`src/rtl/bcd_pkg.sv`:
```
// Shared definitions for the BCD digit accumulation stages: FSM encoding,
// the largest legal decimal digit and a helper for sizing binary results.
package bcd_pkg;

  typedef enum logic {
    COLLECT = 1'b0,
    HOLD    = 1'b1
  } state_e;

  localparam logic [3:0] BCD_MAX = 4'd9;

  // Smallest width w with 2^w > 10^ndig - 1, i.e. enough to hold ndig nines.
  function automatic int min_bw(input int ndig);
    longint lim;
    int     w;
    bit     found;
    lim   = 1;
    w     = 0;
    found = 1'b0;
    for (int i = 0; i < ndig; i++) lim = lim * 10;
    lim = lim - 1;
    for (int i = 0; i < 63; i++) begin
      if (!found && ((longint'(1) << i) > lim)) begin
        w     = i;
        found = 1'b1;
      end
    end
    return w;
  endfunction

endpackage

```
`src/rtl/bcd_mac10.sv`:
```
// Combinational multiply-by-10-and-add step for decimal to binary conversion.
// Non-decimal digits contribute zero and are reported through digit_bad.
module bcd_mac10
  import bcd_pkg::*;
#(
  parameter int BW = 14
) (
  input  logic [BW-1:0] acc,
  input  logic [3:0]    din,
  output logic [BW-1:0] next_acc,
  output logic          digit_bad
);

  logic [BW+3:0] wide_acc;
  logic [BW+3:0] sum;
  logic [3:0]    digit;
  logic          unused_hi;

  assign digit_bad = (din > BCD_MAX);
  assign digit     = digit_bad ? 4'd0 : din;
  assign wide_acc  = {4'b0000, acc};

  // x*10 as x*8 + x*2 keeps the step to shifts and adders.
  assign sum       = (wide_acc << 3) + (wide_acc << 1) + (BW + 4)'(digit);
  assign next_acc  = sum[BW-1:0];

  // Headroom bits are dropped on purpose: the result wraps to BW bits.
  assign unused_hi = ^sum[BW+3:BW];

endmodule

```
`src/rtl/bcd_digit_accum.sv`:
```
// Collects NDIG BCD digits (MS digit first) into a packed BCD word and its
// binary value, then holds the result until the downstream handshake.
module bcd_digit_accum
  import bcd_pkg::*;
#(
  parameter int NDIG = 4,
  parameter int BW   = min_bw(NDIG)
) (
  input  logic              clk,
  input  logic              rst_n,
  input  logic              clr,
  input  logic [3:0]        din,
  input  logic              din_valid,
  output logic              din_ready,
  output logic [4*NDIG-1:0] bcd_word,
  output logic [BW-1:0]     bin,
  output logic              err,
  output logic              out_valid,
  input  logic              out_ready
);

  localparam int             CW       = (NDIG > 1) ? $clog2(NDIG) : 1;
  localparam logic [CW-1:0]  CNT_LAST = CW'(NDIG - 1);

  state_e            state;
  state_e            state_next;
  logic [CW-1:0]     cnt;
  logic [BW-1:0]     acc;
  logic [BW-1:0]     acc_next;
  logic [4*NDIG-1:0] shreg;
  logic [4*NDIG-1:0] shreg_next;
  logic              digit_bad;
  logic              accept;
  logic              last_digit;
  logic              release_word;

  bcd_mac10 #(.BW(BW)) u_mac10 (
    .acc       (acc),
    .din       (din),
    .next_acc  (acc_next),
    .digit_bad (digit_bad)
  );

  if (NDIG == 1) begin : g_single
    assign shreg_next = din;
  end else begin : g_multi
    assign shreg_next = {shreg[4*NDIG-5:0], din};
  end

  assign din_ready    = (state == COLLECT) && !clr;
  assign accept       = din_valid && din_ready;
  assign last_digit   = (cnt == CNT_LAST);
  assign release_word = (state == HOLD) && out_ready;

  assign out_valid    = (state == HOLD);
  assign bcd_word     = shreg;
  assign bin          = acc;

  always_comb begin
    // NOTE: default first so every path assigns state_next and no latch is inferred.
    state_next = state;
    if (clr) begin
      state_next = COLLECT;
    end else if (accept && last_digit) begin
      state_next = HOLD;
    end else if (release_word) begin
      state_next = COLLECT;
    end
  end

  // NOTE: non-blocking assignments so every register samples pre-edge values.
  always_ff @(posedge clk or negedge rst_n) begin
    if (!rst_n) begin
      state <= COLLECT;
    end else begin
      state <= state_next;
    end
  end

  always_ff @(posedge clk or negedge rst_n) begin
    if (!rst_n) begin
      cnt   <= '0;
      acc   <= '0;
      shreg <= '0;
      err   <= 1'b0;
    end else if (clr || release_word) begin
      cnt   <= '0;
      acc   <= '0;
      shreg <= '0;
      err   <= 1'b0;
    end else if (accept) begin
      acc   <= acc_next;
      shreg <= shreg_next;
      err   <= err | digit_bad;
      cnt   <= last_digit ? '0 : cnt + CW'(1);
    end
  end

endmodule

```
`config.mk`:
```
export PLATFORM = sky130hd
export DESIGN_NAME = bcd_digit_accum
export DESIGN_NICKNAME = d
export VERILOG_FILES = /design/src/rtl/bcd_pkg.sv /design/src/rtl/bcd_mac10.sv /design/src/rtl/bcd_digit_accum.sv
export SDC_FILE = /design/constraint.sdc
export NUM_CORES = 1
export LEC_CHECK = 0
export ABC_AREA = 1
export BUFFER_PORTS_ARGS = -buffer_cell sky130_fd_sc_hd__buf_2
export CAP_MARGIN = 15
export CORE_UTILIZATION = 45
export DETAILED_ROUTE_END_ITERATION = 10
export PLACE_DENSITY = 0.65
export SETUP_SLACK_MARGIN = 0.02
export SLEW_MARGIN = 5
export SYNTH_ARGS = -nofsm -noshare
export SYNTH_HDL_FRONTEND = slang
export SYNTH_SLANG_ARGS = --single-unit
```
`constraint.sdc`:
```
create_clock -name clk -period 2.9 [get_ports clk]
set_clock_uncertainty 0.2 [all_clocks]
set_input_delay 0.58 -clock clk [delete_from_list [all_inputs] [get_ports clk]]
set_output_delay 0.58 -clock clk [all_outputs]
set_load 0.02 [all_outputs]
```
==> run summary <==
Port Buffers = 41
first-pass GRT wire length = 8.09 mm
Lkg Pwr = 1.51 nW
post-CTS setup buffer count = 0
RSZ-0062 raised after global routing = false
Mapped Area = 2190 sq um
Num CTS Buffers = 5
largest net degree at the start of global routing = 35
Max clock buf depth = 2
detailed-route via count = 1808
core area = 4690 sq um
critical path arrival = 2580 ps
drt pass-1 iters = 4
Tmin final = 2540 ps
WL per Instance = 12.9 microns
Antenna Cells = 0
synth-to-layout area growth = 17.1%
Die Area = 5150 sq um
Via-to-Cell Ratio = 4.97
top cells by area, synth = dfrtp_1 (39%), ha_1 (13%), nand2_1 (13%)
fin util = 0.547
most frequent cell after synthesis = nand2_1
number of synthesized flops with an enable pin = 0
Die X-Extent = 71.8 microns
total grt overflow = 0
critical path launch point type = primary input
FILL cells = 449
vias in the first global route = 1720
ys flop type = dfrtp_1
Post-synth ARST share = 1.00
gpl congestion = 0.874
share of the yosys chip area belonging to registers = 0.388
fin. max-slew vios = 0
CTS tree = done
# DRC = 0
r2r worst-path depth = 13
multi-input logic area = 1120 sq um
Worst slew margin = 0.509
antenna violations before repair = 0
largest fanout on the critical path = 4
clk_lat worst skew = 300 ps
CTS H-tree depth = 2
Std-Cell Rows = 25
gr usage total = 0.204
Pwr Total = 1.43 mW
Crit. End Element = flop
CTS Hold Bufs = 0
Post-Route WL = 4.69 mm
storage element area = 851 sq um
final setup vio count = 0
Yosys top cell by area = dfrtp_1
Die Ht = 71.8 microns
Worst Path Required = 2930 ps
post-synth net total = 299
clock-pin slew on the worst setup and hold paths = 80 ps
status = finished, final reports clean
Post-DP HPWL = 3.44 mm
max_cap viols = 0
final worst path period share = 0.877
1st-iter DRT viols = 78
IO Count = 42
Initial Utilization = 0.467
Highest Clock Rate = 0.393 GHz
Worst Hold Class = primary input to async pin
Final nets = 343
Post-Synthesis Cells = 265
Pwr Density = 556 nW/um^2
TNS Setup = 0 ps
Post-synth top cells = nand2_1 (75), inv_1 (44), dfrtp_1 (34)
Root Buffer = clkbuf_8
final hold vios = 0
area share of the largest cell type after synthesis = 0.388
flops & latches, synth = 34
Max IR drop VDD = 0.357 mV
Warnings, synthesis = 0
antenna viol nets, final = 0
share of post-route cells with drive strength above 1 = 0.213
PostCTS Resize Cnt = 0
crit path kind = primary input to flop
mean area per synthesized cell = 8.27 sq um
pin slew with the least headroom to its limit = 736 ps
post-synthesis cell type count = 28
Clock Sinks = 34
cell usage in the layout, fill, tap and decap left out, drive strengths merged:
master  Yosys  final
a22o        4      4
fa          2      2
a21o        1      1
dfrtp      34     34
nand3b      1      1
o32ai       1      1
nor2       19     19
a21oi       8      8
nand3      14     14
clkbuf      0      5
buf         4     41
inv        47     47
nand2      76     76
clkinv      0      1
bufinv      0      2
o21ai      13     13
ha         23     23
or2         1      1
nand4       3      3
o22ai      12     12
o31ai       1      1
a32o        1      1
worst max-delay path, cell delays in order:
cell     delay [ps]
buf_2            80
inv_1            60
a21oi_1         270
nor2_1           80
ha_1            190
ha_1            220
fa_1            420
nand2_1         110
nand3_1          70
nand2_1         100
inv_1            60
nand2_1          50
nand2_1          60
nand2_1          50
nand2_1          50
o21ai_1         120
registers in the layout, indices dropped and copies added (netlist names):
| name | count |
|---|---|
| bin | 14 |
| err | 1 |
| bcd_word | 16 |
| out_valid | 1 |
| cnt | 2 |
layout make-up:
cell class / instances / share of cell area
Clock inverter: 3 / 0.0268
Clock buffer: 5 / 0.0268
Sequential cell: 34 / 0.331
Timing Repair Buffer: 41 / 0.0799
Multi-Input combinational cell: 180 / 0.438
Tap cell: 54 / 0.0263
Inverter: 47 / 0.0707
per-layer routing:
metal	track usage	wire, microns
met3	0.0605	182
met5	0	0
met4	0.0697	68
met2	0.305	2060
met1	0.284	2380
worst paths after layout:
path | from | end | slack [ps]
max reg2reg | bin[0] | bin[10] | 420
max in group asynchronous | rst_n | bcd_word[4] | 1890
min reg2reg | bin[13] | bin[13] | 280
max | din[1] | bin[10] | 360
min | rst_n | bin[12] | 140
min in group clk | bin[13] | bin[13] | 280
report_power, final:
| group | switching, mW | internal (mW) | leakage, nW |
|---|---|---|---|
| clock | 0.203 | 0.345 | 0.0683 |
| sequential | 0.0334 | 0.510 | 0.463 |
| combinational | 0.215 | 0.120 | 0.974 |
| total | 0.452 | 0.974 | 1.51 |
stage by stage:
stage | hold WS (ps) | worst slack (ps) | cell area (sq um) | cells
after floorplan | 84.4 | 328 | 2190 | 265
after global placement | 263 | 111 | 2430 | 356
after detailed placement | 265 | 48.7 | 2430 | 356
after CTS | 181 | 348 | 2570 | 364
after global routing | 218 | 122 | 2570 | 364
final | 137 | 356 | 2570 | 364
cells by family after synthesis:
family                     after synthesis  share of synthesized area
buffers and inverters                   51                     0.0987
DFF                                     34                      0.388
AOI/OAI and AO/OA                       41                      0.142
adders and majority gates               25                      0.150
and+or+nand+nor                        114                      0.221
(Power assumes the default switching activity.)
